===== config.mk =====
export PLATFORM = sky130hd
export DESIGN_NAME = alu_share_arbiter_flat
export DESIGN_NICKNAME = d
export VERILOG_FILES = /design/src/rtl/alu_share_arbiter_pkg.sv /design/src/rtl/alu_share_arbiter_if.sv /design/src/rtl/alu_share_arbiter_rr_arb2.sv /design/src/rtl/alu_share_arbiter.sv /design/src/flat_wrapper.sv
export SDC_FILE = /design/constraint.sdc
export NUM_CORES = 1
export LEC_CHECK = 0
export CAP_MARGIN = 5
export CORE_AREA = 4 4 136 138
export DETAILED_ROUTE_END_ITERATION = 10
export DIE_AREA = 0 0 140 142
export GPL_TIMING_DRIVEN = 1
export PLACE_DENSITY = 0.81
export SYNTH_ARGS = -nofsm -noshare
export SYNTH_HDL_FRONTEND = slang
export SYNTH_SLANG_ARGS = --single-unit

===== constraint.sdc =====
create_clock -name clk -period 5.1 [get_ports clk]
set_clock_uncertainty 0.15 [all_clocks]
set_input_delay 1.02 -clock clk [delete_from_list [all_inputs] [get_ports clk]]
set_output_delay 1.02 -clock clk [all_outputs]
set_load 0.05 [all_outputs]

===== src/rtl/alu_share_arbiter_pkg.sv =====
// Shared types and constants for the two-port ALU sharing arbiter.
package alu_share_arbiter_pkg;

    localparam int DATA_W = 32;
    localparam int OP_W   = 4;

    // ALU operation codes; the arbiter forwards these verbatim, including unused codes 9..15
    typedef enum logic [OP_W-1:0] {
        OP_AND = 4'd0,
        OP_OR  = 4'd1,
        OP_ADD = 4'd2,
        OP_XOR = 4'd3,
        OP_NOR = 4'd4,
        OP_SRL = 4'd5,
        OP_SUB = 4'd6,
        OP_SLT = 4'd7,
        OP_SLL = 4'd8
    } alu_op_e;

    typedef enum logic [1:0] {
        IDLE = 2'd0,
        EXEC = 2'd1,
        RESP = 2'd2
    } arb_state_e;

endpackage


===== src/rtl/alu_share_arbiter_if.sv =====
// One requester's request/response channel pair into the ALU sharing arbiter.
interface alu_share_arbiter_if
    import alu_share_arbiter_pkg::*;
#(
    parameter int WIDTH = DATA_W,
    parameter int OPW   = OP_W
);
    logic             req_valid;
    logic             req_ready;
    logic [WIDTH-1:0] req_a;
    logic [WIDTH-1:0] req_b;
    logic [OPW-1:0]   req_op;
    logic             rsp_valid;
    logic             rsp_ready;
    logic [WIDTH-1:0] rsp_res;
    logic             rsp_zero;
    logic             rsp_ovf;

    modport master (
        output req_valid, req_a, req_b, req_op, rsp_ready,
        input  req_ready, rsp_valid, rsp_res, rsp_zero, rsp_ovf
    );

    modport slave (
        input  req_valid, req_a, req_b, req_op, rsp_ready,
        output req_ready, rsp_valid, rsp_res, rsp_zero, rsp_ovf
    );
endinterface


===== src/rtl/alu_share_arbiter_rr_arb2.sv =====
// Two-way round-robin grant: the port not served last wins a tie.
module rr_arb2 (
    input  logic [1:0] valid,
    input  logic       last_served,
    output logic [1:0] grant
);

    // One-hot grant: sole requester, or the port after last_served on contention
    always_comb begin
        grant = valid;
        if (valid == 2'b11) begin
            grant = last_served ? 2'b01 : 2'b10;
        end
    end

endmodule


===== src/rtl/alu_share_arbiter.sv =====
// Shares one ALU between two requesters, one operation in flight at a time.
//
// state | meaning
// IDLE  | waiting for a request; ready asserted to the granted port only
// EXEC  | operands driven to the ALU, counting down to result capture
// RESP  | result held on the owner's response channel until consumed
module alu_share_arbiter
    import alu_share_arbiter_pkg::*;
#(
    parameter int WIDTH   = DATA_W,
    parameter int OPW     = OP_W,
    parameter int ALU_LAT = 1
) (
    input  logic                 clk,
    input  logic                 rst,
    alu_share_arbiter_if.slave   port0,
    alu_share_arbiter_if.slave   port1,
    output logic [WIDTH-1:0]     alu_a,
    output logic [WIDTH-1:0]     alu_b,
    output logic [OPW-1:0]       alu_op,
    input  logic [WIDTH-1:0]     alu_res,
    input  logic                 alu_zero,
    input  logic                 alu_ovf
);

    localparam logic [3:0] CNT_LAST = 4'(ALU_LAT - 1);

    arb_state_e       state_q, state_d;
    logic [1:0]       req_valid, rsp_ready, grant, req_ready;
    logic             last_q, owner_q;
    logic [3:0]       cnt_q;
    logic             accept, capture, release_op;
    logic [1:0]       rsp_valid_q, rsp_zero_q, rsp_ovf_q;
    logic [WIDTH-1:0] rsp_res_q [2];

    assign req_valid = {port1.req_valid, port0.req_valid};
    assign rsp_ready = {port1.rsp_ready, port0.rsp_ready};

    assign port0.req_ready = req_ready[0];
    assign port1.req_ready = req_ready[1];
    assign port0.rsp_valid = rsp_valid_q[0];
    assign port1.rsp_valid = rsp_valid_q[1];
    assign port0.rsp_res   = rsp_res_q[0];
    assign port1.rsp_res   = rsp_res_q[1];
    assign port0.rsp_zero  = rsp_zero_q[0];
    assign port1.rsp_zero  = rsp_zero_q[1];
    assign port0.rsp_ovf   = rsp_ovf_q[0];
    assign port1.rsp_ovf   = rsp_ovf_q[1];

    rr_arb2 u_rr_arb2 (
        .valid       (req_valid),
        .last_served (last_q),
        .grant       (grant)
    );

    // State register
    always_ff @(posedge clk or posedge rst) begin
        if (rst) state_q <= IDLE;
        else     state_q <= state_d;
    end

    // Next state, request ready and datapath strobes; ready is masked while in reset
    always_comb begin
        state_d    = state_q;
        req_ready  = 2'b00;
        accept     = 1'b0;
        capture    = 1'b0;
        release_op = 1'b0;
        case (state_q)
            IDLE: begin
                if (!rst) begin
                    req_ready = grant;
                    if (grant != 2'b00) begin
                        accept  = 1'b1;
                        state_d = EXEC;
                    end
                end
            end
            EXEC: begin
                if (cnt_q == CNT_LAST) begin
                    capture = 1'b1;
                    state_d = RESP;
                end
            end
            RESP: begin
                if (rsp_ready[owner_q]) begin
                    release_op = 1'b1;
                    state_d    = IDLE;
                end
            end
            default: state_d = IDLE;
        endcase
    end

    // Launch the accepted operands to the ALU and remember who owns the op
    always_ff @(posedge clk or posedge rst) begin
        if (rst) begin
            alu_a   <= '0;
            alu_b   <= '0;
            alu_op  <= '0;
            owner_q <= 1'b0;
        end else if (accept) begin
            owner_q <= grant[1];
            alu_a   <= grant[1] ? port1.req_a  : port0.req_a;
            alu_b   <= grant[1] ? port1.req_b  : port0.req_b;
            alu_op  <= grant[1] ? port1.req_op : port0.req_op;
        end
    end

    // Cycles elapsed since the operands were registered
    always_ff @(posedge clk or posedge rst) begin
        if (rst)                   cnt_q <= '0;
        else if (accept)           cnt_q <= '0;
        else if (state_q == EXEC)  cnt_q <= cnt_q + 4'd1;
    end

    // Result capture into the owner's response registers and response handshake
    always_ff @(posedge clk or posedge rst) begin
        if (rst) begin
            rsp_valid_q  <= 2'b00;
            rsp_zero_q   <= 2'b00;
            rsp_ovf_q    <= 2'b00;
            rsp_res_q[0] <= '0;
            rsp_res_q[1] <= '0;
            last_q       <= 1'b1;
        end else begin
            if (capture) begin
                rsp_valid_q[owner_q] <= 1'b1;
                rsp_res_q[owner_q]   <= alu_res;
                rsp_zero_q[owner_q]  <= alu_zero;
                rsp_ovf_q[owner_q]   <= alu_ovf;
            end
            if (release_op) begin
                rsp_valid_q[owner_q] <= 1'b0;
                last_q               <= owner_q;
            end
        end
    end

endmodule


===== src/flat_wrapper.sv =====
// flat-port wrapper written by rule: the top's interface ports become plain ports
module alu_share_arbiter_flat import alu_share_arbiter_pkg::*;
#(
    parameter int WIDTH   = DATA_W,
    parameter int OPW     = OP_W,
    parameter int ALU_LAT = 1
)
  (clk, rst, alu_a, alu_b, alu_op, alu_res, alu_zero, alu_ovf, port0_req_valid, port0_req_a, port0_req_b, port0_req_op, port0_rsp_ready, port0_req_ready, port0_rsp_valid, port0_rsp_res, port0_rsp_zero, port0_rsp_ovf, port1_req_valid, port1_req_a, port1_req_b, port1_req_op, port1_rsp_ready, port1_req_ready, port1_rsp_valid, port1_rsp_res, port1_rsp_zero, port1_rsp_ovf);
  alu_share_arbiter_if #(.WIDTH(WIDTH), .OPW(OPW)) port0_i ();
  alu_share_arbiter_if #(.WIDTH(WIDTH), .OPW(OPW)) port1_i ();
  input  logic clk;
  input  logic rst;
  output logic [WIDTH-1:0] alu_a;
  output logic [WIDTH-1:0] alu_b;
  output logic [OPW-1:0] alu_op;
  input  logic [WIDTH-1:0] alu_res;
  input  logic alu_zero;
  input  logic alu_ovf;
  input wire logic [$bits(port0_i.req_valid)-1:0] port0_req_valid;
  input wire logic [$bits(port0_i.req_a)-1:0] port0_req_a;
  input wire logic [$bits(port0_i.req_b)-1:0] port0_req_b;
  input wire logic [$bits(port0_i.req_op)-1:0] port0_req_op;
  input wire logic [$bits(port0_i.rsp_ready)-1:0] port0_rsp_ready;
  output wire logic [$bits(port0_i.req_ready)-1:0] port0_req_ready;
  output wire logic [$bits(port0_i.rsp_valid)-1:0] port0_rsp_valid;
  output wire logic [$bits(port0_i.rsp_res)-1:0] port0_rsp_res;
  output wire logic [$bits(port0_i.rsp_zero)-1:0] port0_rsp_zero;
  output wire logic [$bits(port0_i.rsp_ovf)-1:0] port0_rsp_ovf;
  input wire logic [$bits(port1_i.req_valid)-1:0] port1_req_valid;
  input wire logic [$bits(port1_i.req_a)-1:0] port1_req_a;
  input wire logic [$bits(port1_i.req_b)-1:0] port1_req_b;
  input wire logic [$bits(port1_i.req_op)-1:0] port1_req_op;
  input wire logic [$bits(port1_i.rsp_ready)-1:0] port1_rsp_ready;
  output wire logic [$bits(port1_i.req_ready)-1:0] port1_req_ready;
  output wire logic [$bits(port1_i.rsp_valid)-1:0] port1_rsp_valid;
  output wire logic [$bits(port1_i.rsp_res)-1:0] port1_rsp_res;
  output wire logic [$bits(port1_i.rsp_zero)-1:0] port1_rsp_zero;
  output wire logic [$bits(port1_i.rsp_ovf)-1:0] port1_rsp_ovf;
  assign port0_i.req_valid = port0_req_valid;
  assign port0_i.req_a = port0_req_a;
  assign port0_i.req_b = port0_req_b;
  assign port0_i.req_op = port0_req_op;
  assign port0_i.rsp_ready = port0_rsp_ready;
  assign port0_req_ready = port0_i.req_ready;
  assign port0_rsp_valid = port0_i.rsp_valid;
  assign port0_rsp_res = port0_i.rsp_res;
  assign port0_rsp_zero = port0_i.rsp_zero;
  assign port0_rsp_ovf = port0_i.rsp_ovf;
  assign port1_i.req_valid = port1_req_valid;
  assign port1_i.req_a = port1_req_a;
  assign port1_i.req_b = port1_req_b;
  assign port1_i.req_op = port1_req_op;
  assign port1_i.rsp_ready = port1_rsp_ready;
  assign port1_req_ready = port1_i.req_ready;
  assign port1_rsp_valid = port1_i.rsp_valid;
  assign port1_rsp_res = port1_i.rsp_res;
  assign port1_rsp_zero = port1_i.rsp_zero;
  assign port1_rsp_ovf = port1_i.rsp_ovf;
  alu_share_arbiter #(.WIDTH(WIDTH), .OPW(OPW), .ALU_LAT(ALU_LAT)) u_core (.clk(clk), .rst(rst), .port0(port0_i), .port1(port1_i), .alu_a(alu_a), .alu_b(alu_b), .alu_op(alu_op), .alu_res(alu_res), .alu_zero(alu_zero), .alu_ovf(alu_ovf));
endmodule

==> results of run 1 <==
[cell type report]
| class | instances | area share (%) |
|---|---|---|
| multi-input combinational | 246 | 23.2 |
| clock inverter | 13 | 1.72 |
| sequential | 146 | 35.9 |
| inverter | 5 | 0.234 |
| tap | 225 | 2.77 |
| clock buffer | 19 | 4.36 |
| timing repair buffer | 323 | 31.7 |
[layout by cell type, fill, tap and decap left out, drive strengths merged, types with 2 or more instances in the layout]
| cell type | instances |
|---|---|
| o21ai | 3 |
| clkbuf | 19 |
| nand3 | 3 |
| clkdlybuf4s50 | 315 |
| xor2 | 2 |
| clkinvlp | 4 |
| buf | 8 |
| nand2b | 3 |
| nor2b | 2 |
| mux2 | 68 |
| inv | 9 |
| nand2 | 7 |
| nor3 | 2 |
| nor2 | 3 |
| dfrtp | 145 |
| o31ai | 2 |
| o32ai | 68 |
| a2bb2oi | 68 |
| bufinv | 3 |
| clkinv | 2 |
| ha | 2 |
| o22ai | 2 |
[layer usage]
layer / GRT usage, % / part of all wire (%) / routed length (um) / vias up
li1: - / - / - / 2349
met1: 23.8 / 40 / 8020 / 2500
met2: 31.7 / 47 / 9360 / 253
met3: 8.80 / 11 / 2210 / 25
met4: 6.37 / 1.7 / 337 / 0
met5: 0 / 0 / 0 / -
[worst max-delay path: stages]
cell and delay, ns:
sky130_fd_sc_hd__clkdlybuf4s50_1 0.54, sky130_fd_sc_hd__nor3_4 0.18, sky130_fd_sc_hd__nor3b_1 0.30, sky130_fd_sc_hd__clkdlybuf4s50_1 0.86
[cell families (layout without fill, tap and decap cells)]
group,count (synthesis),count (layout),synth area share (%)
AOI/OAI and AO/OA,148,148,20.2
muxes,68,68,13.9
DFF,146,146,58.0
and+or+nand+nor,26,26,2.50
buffers and inverters,54,360,4.69
adders and majority gates,2,2,0.397
xor gates and xnor gates,2,2,0.278
[path summary, 6_finish.rpt]
check / start / endpoint / slack, ns / depth (start not counted)
min reg2reg: u_core.rsp_zero_q[0]$_DFFE_PP0P_ / u_core.rsp_zero_q[0]$_DFFE_PP0P_ / 0.34 / 1
max reg2reg: u_core.state_q[0]$_DFFE_PP0P_ / u_core.alu_b[7]$_DFFE_PP0P_ / 2.15 / 5
max in group asynchronous: rst / u_core.alu_b[16]$_DFFE_PP0P_ / 2.86 / 3
min: u_core.rsp_zero_q[0]$_DFFE_PP0P_ / u_core.rsp_zero_q[0]$_DFFE_PP0P_ / 0.34 / 1
max: rst / port0_req_ready / 1.02 / 4
min in group asynchronous: rst / u_core.alu_b[26]$_DFFE_PP0P_ / 1.11 / 2
[power by group through the flow]
stage               registers, mW  logic [mW]  clock network [mW]
finish                       2.08        4.47                1.30
CTS                          2.08        4.51                1.33
floorplan                    3.91        1.13                   0
global route                 2.15        4.65                1.39
detailed placement           2.08        4.49                   0
global placement             2.07        4.43                   0
[per-stage QoR]
step                      setup WS [ns]  hold WS, ns  total power [mW]  cells
final                              1.02        0.344              7.85    977
after global routing              0.925        0.362              8.19    977
after CTS                          1.03        0.348              7.93    977
after detailed placement           1.02        0.329              6.57    945
after global placement             1.09        0.316              6.50    945
after floorplan                 0.00867        0.317              5.04    446
[registers in the layout, summed over array words and instances, names as in the netlist, named ones only]
register,count
u_core.port1.rsp_res,32
u_core.port0.rsp_res,32
u_core.alu_b,32
u_core.cnt_q,4
u_core.state_q,2
u_core.rsp_zero_q,2
u_core.alu_a,32
u_core.last_q,1
u_core.rsp_ovf_q,2
u_core.owner_q,1
u_core.alu_op,4
==> results.md, run 1 <==
• 5583 — vias in the first global route
• sky130_fd_sc_hd__clkbuf_16 — Clk Tree Root Cell
• 17200 um2 — Core Area
• 0 ns — aggregate negative setup slack
• 4 — number of search-and-repair iterations in the first detailed-routing pass
• 3 — maximum fanout encountered on the critical timing path
• 94 — pin count of the biggest net entering global routing
• 0 — EDFF count, synth
• 0 — number of diodes added for antenna fixing
• 4.24 mW — Int Power
• 142 um — die span in y
• 4 — H-tree Lvls
• 19900 um2 — Die Area
• 146 — sinks on the clock net
• 624 — post-synth net total
• 80.0% — ratio of final minimum period to clock period
• 22.0% — normalized max-slew margin
• sky130_fd_sc_hd__dfrtp_1 — cell taking the most area after synthesis
• 446 — Gate Count Post-Synth
• 15.3% — layout cells sized above 1
• 57.0% — Logic pwr share
• 2 — CTS max path bufs
• 26.5% — share of total power in sequential cells
• sky130_fd_sc_hd__dfrtp_1, sky130_fd_sc_hd__a2bb2oi_1, sky130_fd_sc_hd__o32ai_1, sky130_fd_sc_hd__mux2_2, sky130_fd_sc_hd__mux2_4 — top cells by instance count after synthesis
• 0 — number of buffers inserted by post-CTS setup repair
• 0 — GR Overflow Total
• 3.61 mW — reported net switching power
• 1.17 ns — transition at the pin with the smallest max-transition slack
• 100% — share of synthesized flip-flops with an asynchronous set or reset
• sky130_fd_sc_hd__dfrtp_1 — Primary FF master, synth
• sky130_fd_sc_hd__dfrtp_1, sky130_fd_sc_hd__a2bb2oi_1, sky130_fd_sc_hd__o32ai_1 — dominant cells by area after synthesis
• 0.41 ns — Clock Latency Late Sink
• 4.10 nW — leakage power of the design
• 30.9 mm — wire length of the first global-routing pass
• 315 — Buffers on Ports
• 146 — FF+latch count, synth
• 0.777 — routability-driven placement congestion ratio
• 19.9 mm — total length of routed wires
• 2360 um2 — area of combinational cells with multiple inputs
• 10200 um2 — total non-filler cell area in the finished layout
• no — RSZ-0062 raised after global routing
• 917 — net total in the final layout
• 245 MHz — maximum operating frequency
• 0 — number of nets still failing antenna checks after routing
• 1361 — Fillers
• 16.5% — Clock Power Share
• 14.1 um2 — average size of a mapped cell
• 14.1 mm — Detail Placement HPWL
• 58.0% — sequential fraction of the synthesis area
• 772 nW/um2 — cell area power density
• 0 — final setup vio count
• 0 — max-capacitance violation count
• input port — startpoint class of the critical path
• 0.000618 V — Peak supply drop
• complete, no violations — run status
• 57.6% — top cell type's share of synthesized area
• 0 — hold buffer count at CTS
• 2.91 ns — CP Data Arrival Time
• 61.5% — Area Growth Syn to Fin
• 0 — antenna violations before repair
• done — CTS tree
• 0 — DRC violation count after routing
• 9550 um2 — Placement Cell Area
• sky130_fd_sc_hd__dfrtp_1 — most repeated cell in the gate-level netlist after synthesis
• 6300 um2 — total standard cell area after synthesis
• 3.93 ns — required arrival time at the worst endpoint
• 0 — number of gates resized after CTS
• 0.06 ns — post-CTS clock slew at the launch and capture registers of the worst setup and hold paths
• 5.25 — vias per inst
• 20.4 um — detail-routed net length per standard cell
• 0 — number of max-slew violations in the final report
• 3650 um2 — storage element area
• reg2reg — worst min-delay path category
• 150 — Iter 0 DRT Violations
• 48 — row cnt
• 37 — distinct cell type count after synthesis
• 5127 — vias after detailed routing
• 19.6% — overall fraction of global-route tracks in use
• 46.0% — sw frac
• 0 — Yosys warning count
• 0 — final number of hold-violating endpoints
• 59.2% — fraction of the core area covered by cells at the end of the flow
• 17 — total CTS buffers
• 4.08 ns — final period demand of the worst path
• 316 — boundary pin count
• output pin — Crit. End Element
• 140 um — floorplan die width
• 36.7% — starting density of the core
• in2out — Worst Setup Path Type
No activity file was read; power rests on OpenSTA's default activity.
==> run 2: changes to the inputs <==
--- a/config.mk
+++ b/config.mk
@@ -6,11 +6,11 @@
 export NUM_CORES = 1
 export LEC_CHECK = 0
 export CAP_MARGIN = 5
-export CORE_AREA = 4 4 136 138
+export CORE_AREA = 4 4 131 133
 export DETAILED_ROUTE_END_ITERATION = 10
-export DIE_AREA = 0 0 140 142
+export DIE_AREA = 0 0 135 137
 export GPL_TIMING_DRIVEN = 1
-export PLACE_DENSITY = 0.81
+export PLACE_DENSITY = 0.83
 export SYNTH_ARGS = -nofsm -noshare
 export SYNTH_HDL_FRONTEND = slang
 export SYNTH_SLANG_ARGS = --single-unit
==> constraint.sdc (replaced) <==
create_clock -name clk -period 4.2 [get_ports clk]
set_clock_uncertainty 0.15 [all_clocks]
set_input_delay 0.84 -clock clk [delete_from_list [all_inputs] [get_ports clk]]
set_output_delay 0.84 -clock clk [all_outputs]
set_load 0.05 [all_outputs]
==> run 2 against run 1 <==
Final cell count down 1.0%. Wire length up 4.7%. Non-clock buffer count down 1. Register-to-register slack worse by 0.64 ns. Via count up 2.3%. Critical path depth unchanged. Sequential share of layout area up 0.058 points. Count of clock-buffer cells in the layout up 3. Combinational power up 21%. Sequential cell count unchanged. Sequential power up 23%.
==> results.md, run 2 (same netlist as run 1, synthesis figures left out) <==
• complete, no violations — run status
• 46 — row cnt, -4.2%
• 5.16 mW — Int Power, +22%
• 4 — number of search-and-repair iterations in the first detailed-routing pass, unchanged
• 4 — H-tree Lvls, unchanged
• 0.41 ns — Clock Latency Late Sink, about the same
• u_core.port0.rsp_res[0]$_DFFE_PP0P_ — launch instance of the worst min-delay path
• 3 — maximum fanout encountered on the critical timing path, unchanged
• 315 — Buffers on Ports, unchanged
• 0 ns — aggregate negative setup slack, unchanged
• 18500 um2 — Die Area, -7.0%
• clkdlybuf4s50_1 > nor3_4 > nor3b_1 > buf_4 — Cell Chain, Critical Path
• 0 — number of max-slew violations in the final report, unchanged
• 316 — boundary pin count, unchanged
• 15800 um2 — Core Area, -7.9%
• 5751 — vias in the first global route, +3.0%
• sky130_fd_sc_hd__clkdlybuf4s50_1 — slowest library cell on the worst path
• 0 — max-capacitance violation count, unchanged
• 0 — number of buffers inserted by post-CTS setup repair, unchanged
• 0 — final setup vio count, unchanged
• 17 — total CTS buffers, unchanged
• 0 — GR Overflow Total, unchanged
• 5 — Reg2Reg Depth, unchanged
• 16.4% — Clock Power Share, about the same
• 14.7 mm — Detail Placement HPWL, +4.2%
• 1.51 ns — worst reg2reg setup slack, -0.64 ns
• u_core.port1.rsp_res[24]$_DFFE_PP0P_ — Reg-to-Reg End
• 5.42 — vias per inst, +3.4%
• u_core.cnt_q[0]$_DFFE_PP0P_ — worst reg2reg path startpoint
• 1 — count of cells along the worst hold path, unchanged
• 2360 um2 — area of combinational cells with multiple inputs, unchanged
• no — RSZ-0062 raised after global routing
• 3.21 ns — required arrival time at the worst endpoint, -0.72 ns
• 20.9 mm — total length of routed wires, +4.7%
• 146 — sinks on the clock net, unchanged
• 1.13 ns — transition at the pin with the smallest max-transition slack, -0.0391 ns
• 5245 — vias after detailed routing, +2.3%
• 1169 — Fillers, -14%
• 147 — pin count of the biggest net entering global routing, +56%
• 46.0% — sw frac, -0.076 points
• 223 — Iter 0 DRT Violations, +49%
• 4.10 nW — leakage power of the design, +0.10%
• 0 — number of nets still failing antenna checks after routing, unchanged
• sky130_fd_sc_hd__clkdlybuf4s50_1, sky130_fd_sc_hd__dfrtp_1, sky130_fd_sc_hd__o32ai_1, sky130_fd_sc_hd__a2bb2oi_1, sky130_fd_sc_hd__mux2_2 — commonest non-fill, non-tap cells in the layout
• 21.9% — overall fraction of global-route tracks in use, +2.2 points
• 31.5 mm — wire length of the first global-routing pass, +1.9%
• 940 nW/um2 — cell area power density, +22%
• in2out — Worst Setup Path Type
• 0.53 ns — delay of the slowest cell on the worst path, -0.33 ns
• 0 — final number of hold-violating endpoints, unchanged
• 0 — number of gates resized after CTS, unchanged
• 0 — DRC violation count after routing, unchanged
• buffers and inverters — family with the most delay on the worst path
• 3.09 ns — final period demand of the worst path
• 0.06 ns — post-CTS clock slew at the launch and capture registers of the worst setup and hold paths, about the same
• 0.000800 V — Peak supply drop, +29%
• input port — startpoint class of the critical path
• 0 — hold buffer count at CTS, unchanged
• 3650 um2 — storage element area, unchanged
• 24.6% — normalized max-slew margin, +2.6 points
• sky130_fd_sc_hd__clkbuf_16 — Clk Tree Root Cell
• 73.5% — ratio of final minimum period to clock period
• 64.1% — fraction of the core area covered by cells at the end of the flow, +4.9 points
• 324 MHz — maximum operating frequency
• 61.2% — Area Growth Syn to Fin
• 2.10 ns — CP Data Arrival Time, -0.81 ns
• 56.9% — Logic pwr share, about the same
• 4.39 mW — reported net switching power, +21%
• 39.8% — starting density of the core, +3.1 points
• reg2reg — worst min-delay path category
• 2 — CTS max path bufs, unchanged
• 0.352 ns — WHS, +0.00827 ns
• 0.752 — routability-driven placement congestion ratio, -3.2%
• 21.6 um — detail-routed net length per standard cell, +5.8%
• 0 — number of diodes added for antenna fixing, unchanged
• output pin — Crit. End Element
• 0 — antenna violations before repair, unchanged
• 137 um — die span in y, -3.5%
• 135 um — floorplan die width, -3.6%
• done — CTS tree
• sky130_fd_sc_hd__clkdlybuf4s50_1 — most common library cell in the layout ignoring fill and taps
• 2 — combined buffer and inverter count along the critical path, unchanged
• 916 — net total in the final layout, -0.11%
• 15.2% — layout cells sized above 1, -0.11 points
• u_core.port0.rsp_res[0]$_DFFE_PP0P_ — hold path endpoint
• 26.7% — share of total power in sequential cells, +0.2 points
==> run 2: changes by cell type in the layout (fill, tap and decap cells not counted), sizes merged <==
| cell | change |
|---|---|
| clkdlybuf4s50 | -2 |
| clkinvlp | -2 |
| clkinv | +2 |
| buf | +1 |
| clkbuf | +3 |
| inv | -3 |
==> run 2: per-layer routing <==
metal	track usage, %	part of all wire, %	up-vias	routed length [um]
li1	-	-	2337	-
met1	23.8	36	2573	7570
met2	37.2	49	295	10200
met3	10.6	12	40	2570
met4	8.01	2.6	0	535
met5	0	0	-	0
==> run 2: cell type report <==
cell class / instances / share of cell area, %
inverter: 5 / 0.222
clock inverter: 10 / 1.48
timing repair buffer: 322 / 31.8
clock buffer: 22 / 4.57
tap: 216 / 2.66
multi-input combinational: 246 / 23.3
sequential: 146 / 36.0
==> run 2: worst max-delay path by stage <==
stage / from / end / cells after the start
after global routing: port1_req_valid / port1_req_ready / 4
final: rst / port0_req_ready / 4
after CTS: rst / port0_req_ready / 4
after floorplan: port1_req_valid / port1_req_ready / 5
after global placement: rst / port0_req_ready / 4
after detailed placement: rst / port0_req_ready / 4
==> run 2: power by group through the flow <==
| stage | logic [mW] | registers, mW | clock network, mW |
|---|---|---|---|
| after CTS | 5.48 | 2.55 | 1.60 |
| final | 5.43 | 2.55 | 1.57 |
| after global placement | 5.36 | 2.51 | 0 |
| after global routing | 5.64 | 2.63 | 1.67 |
| after floorplan | 1.38 | 4.75 | 0 |
| after detailed placement | 5.45 | 2.54 | 0 |
==> run 2: per-stage QoR <==
step / instance area [um2] / total power, mW / instances / worst slack [ns]
after floorplan: 6300 / 6.13 / 446 / 0.215
after global placement: 9540 / 7.87 / 935 / 1.17
after detailed placement: 9540 / 7.99 / 935 / 1.12
after CTS: 10200 / 9.63 / 967 / 1.11
after global routing: 10200 / 9.94 / 967 / 1.06
final: 10200 / 9.55 / 967 / 1.11
==> edit (config.mk and constraints of run 2) <==
Change the package constant `DATA_W` from 32 to 28.
--- a/src/rtl/alu_share_arbiter_pkg.sv
+++ b/src/rtl/alu_share_arbiter_pkg.sv
@@ -2,5 +2,5 @@
 package alu_share_arbiter_pkg;
 
-    localparam int DATA_W = 32;
+    localparam int DATA_W = 28;
     localparam int OP_W   = 4;
 
Interface: changed (9 resized); port bits go from 316 to 280. The function was not compared with the original's and may differ.
==> edit against run 2 <==
- sequential cell count is 16 lower
- final area shrank 11%
- first-iteration DRC count is 51% lower
- area after synthesis shrank 13%
- final cell count fell by 7.5%
- setup slack got worse by 0.32 ns
- sequential power fell by 13%
- total power decreased by 12%
- routed wire length is 15% lower
- synthesized cell count shrank 10%
- clock power fell by 5%
- register-to-register slack improved by 0.41 ns
- largest cell class unchanged
- highest routed layer unchanged
==> edit: results (changes against run 2) <==
| Metric | Value |
|---|---|
| WL met1 | `6.71 mm (was 7.57 mm)` |
| Cell depth of the worst min-delay path | `1 (unchanged)` |
| Synth Net Count | `558 (was 624)` |
| Antenna violations before repair | `1 (was 0)` |
| Gp weighted congestion | `0.769 (was 0.752)` |
| Most common library cells after synthesis | `dfrtp_1, a2bb2oi_1, mux2_2, o32ai_1, clkbuf_1 (was dfrtp_1, a2bb2oi_1, o32ai_1)` |
| Top cells by area, synth | `dfrtp_1, mux2_2, a2bb2oi_1 (was dfrtp_1, a2bb2oi_1, o32ai_1)` |
| Cts repair resizes | `0 (unchanged)` |
| First-iteration detailed-routing DRC count | `110 (was 223)` |
| # nets final | `822 (was 916)` |
| Async S/R FF share, synth | `1.00 (unchanged)` |
| DR WL met2 | `8.57 mm (was 10.2 mm)` |
| Setup Buffers After CTS | `0 (unchanged)` |
| IO buf count | `279 (was 315)` |
| Routed WL | `17.7 mm (was 20.9 mm)` |
| Outcome | `finished, final reports clean (unchanged)` |
| Top routing layer used | `met4 (unchanged)` |
| Clk_lat worst skew | `0.41 ns (about the same)` |
| Total iterations of the first detailed-routing run | `4 (unchanged)` |
| GRT Resource Usage Total | `0.189 (was 0.219)` |
| Clk slew on worst S/H paths | `0.06 ns (about the same)` |
| Crit Path Max Fanout | `5 (was 3)` |
| Placed Area | `8450 um^2 (was 9540 um^2)` |
| Worst slew pin tran | `0.891 ns (was 1.13 ns)` |
| Vias/cell | `5.22 (was 5.42)` |
| FILL cells | `1251 (was 1169)` |
| Crit path DAT | `2.42 ns (was 2.10 ns)` |
| First-pass GRT wire length | `27.7 mm (was 31.5 mm)` |
| Share of layout cells above drive strength 1 | `0.162 (was 0.152)` |
| Yosys Warn Count | `0 (unchanged)` |
| Wire length on met3 | `2.16 mm (was 2.57 mm)` |
| Post-DP HPWL | `12.8 mm (was 14.7 mm)` |
| CTS max path bufs | `2 (unchanged)` |
| DRT antenna net count | `0 (unchanged)` |
| Vias in the first global route | `5115 (was 5751)` |
| HP Class | `flop to flop (unchanged)` |
| H-tree levels | `4 (unchanged)` |
| FF-to-FF path depth | `6 (was 5)` |
| CTS Buf Count | `17 (unchanged)` |
| Cell variety after synth | `32 (was 37)` |
| Worst VDD drop | `669 uV (was 800 uV)` |
| Leakage | `3.56 nW (was 4.10 nW)` |
| Largest net degree at the start of global routing | `64 (was 147)` |
| Clock root buffer | `clkbuf_16 (unchanged)` |
| Ys flop type | `dfrtp_1 (unchanged)` |
| Seq/Total Area, Yosys | `0.591 (was 0.580)` |
==> edit: cell types whose count changed after synthesis, sizes merged, moves of 6 or more <==
cell     before  now
a2bb2oi      68   60
dfrtp       145  129
mux2         68   60
o32ai        68   60
buf          21   15
==> edit: routing by layer <==
metal	track usage	up-vias
li1	-	2121
met4	0.0672	0
met1	0.213	2308
met3	0.0926	19
met5	0	-
met2	0.312	223
==> edit: power by group <==
group / leakage, nW / switching (mW) / internal, mW
clock network: 0.298 / 0.633 / 0.859
registers: 1.48 / 0.370 / 1.86
logic: 1.78 / 2.91 / 1.74
==> edit: layout make-up <==
class	instances	area (um^2)	area share
inverter	4	18.8	0.00207
clock inverter	15	184	0.0203
antenna	1	2.50	0.000276
multi-input combinational	224	2030	0.224
tap	216	270	0.0298
clock buffer	17	425	0.0470
sequential	130	3250	0.359
timing repair buffer	287	2870	0.317
==> edit: metrics by stage <==
| step | hold WS, ns | util | total power [mW] | setup slack [ns] | std cells |
|---|---|---|---|---|---|
| CTS | 0.357 | 0.572 | 8.46 | 0.810 | 893 |
| global placement | 0.337 | 0.534 | 6.80 | 0.845 | 861 |
| finish | 0.355 | 0.572 | 8.37 | 0.793 | 894 |
| global route | 0.373 | 0.572 | 8.75 | 0.725 | 894 |
| floorplan | 0.317 | - | 5.26 | 0.765 | 400 |
| detailed placement | 0.345 | 0.534 | 6.92 | 0.828 | 861 |
==> edit: cell families after synthesis <==
logic type | count (synthesis) | share of synthesized area
AO/OA/AOI/OAI | 133 | 0.205
XOR/XNOR | 1 | 0.00159
adder cells (fa/ha/maj) | 2 | 0.00454
buffers and inverters | 46 | 0.0441
flip-flops | 130 | 0.591
multiplexers | 60 | 0.123
AND/OR/NAND/NOR | 28 | 0.0309
==> edit: final timing paths <==
check | to | start | slack, ns
worst min-delay path | u_core.port1.rsp_res[26] | u_core.port1.rsp_res[26] | 0.36
worst min register to register | u_core.port1.rsp_res[26] | u_core.port1.rsp_res[26] | 0.36
worst max register to register | u_core.port0.rsp_res[13] | u_core.cnt_q[0] | 1.92
max in group asynchronous | u_core.alu_a[25] | rst | 2.16
min in group asynchronous | u_core.port1.rsp_res[7] | rst | 0.78
worst max-delay path | port0_req_ready | rst | 0.79
==> edit: critical path, cell delays in order <==
cell and delay, ns:
clkdlybuf4s50_1 0.49, or3_1 0.49, nor3_1 0.33, buf_4 0.27
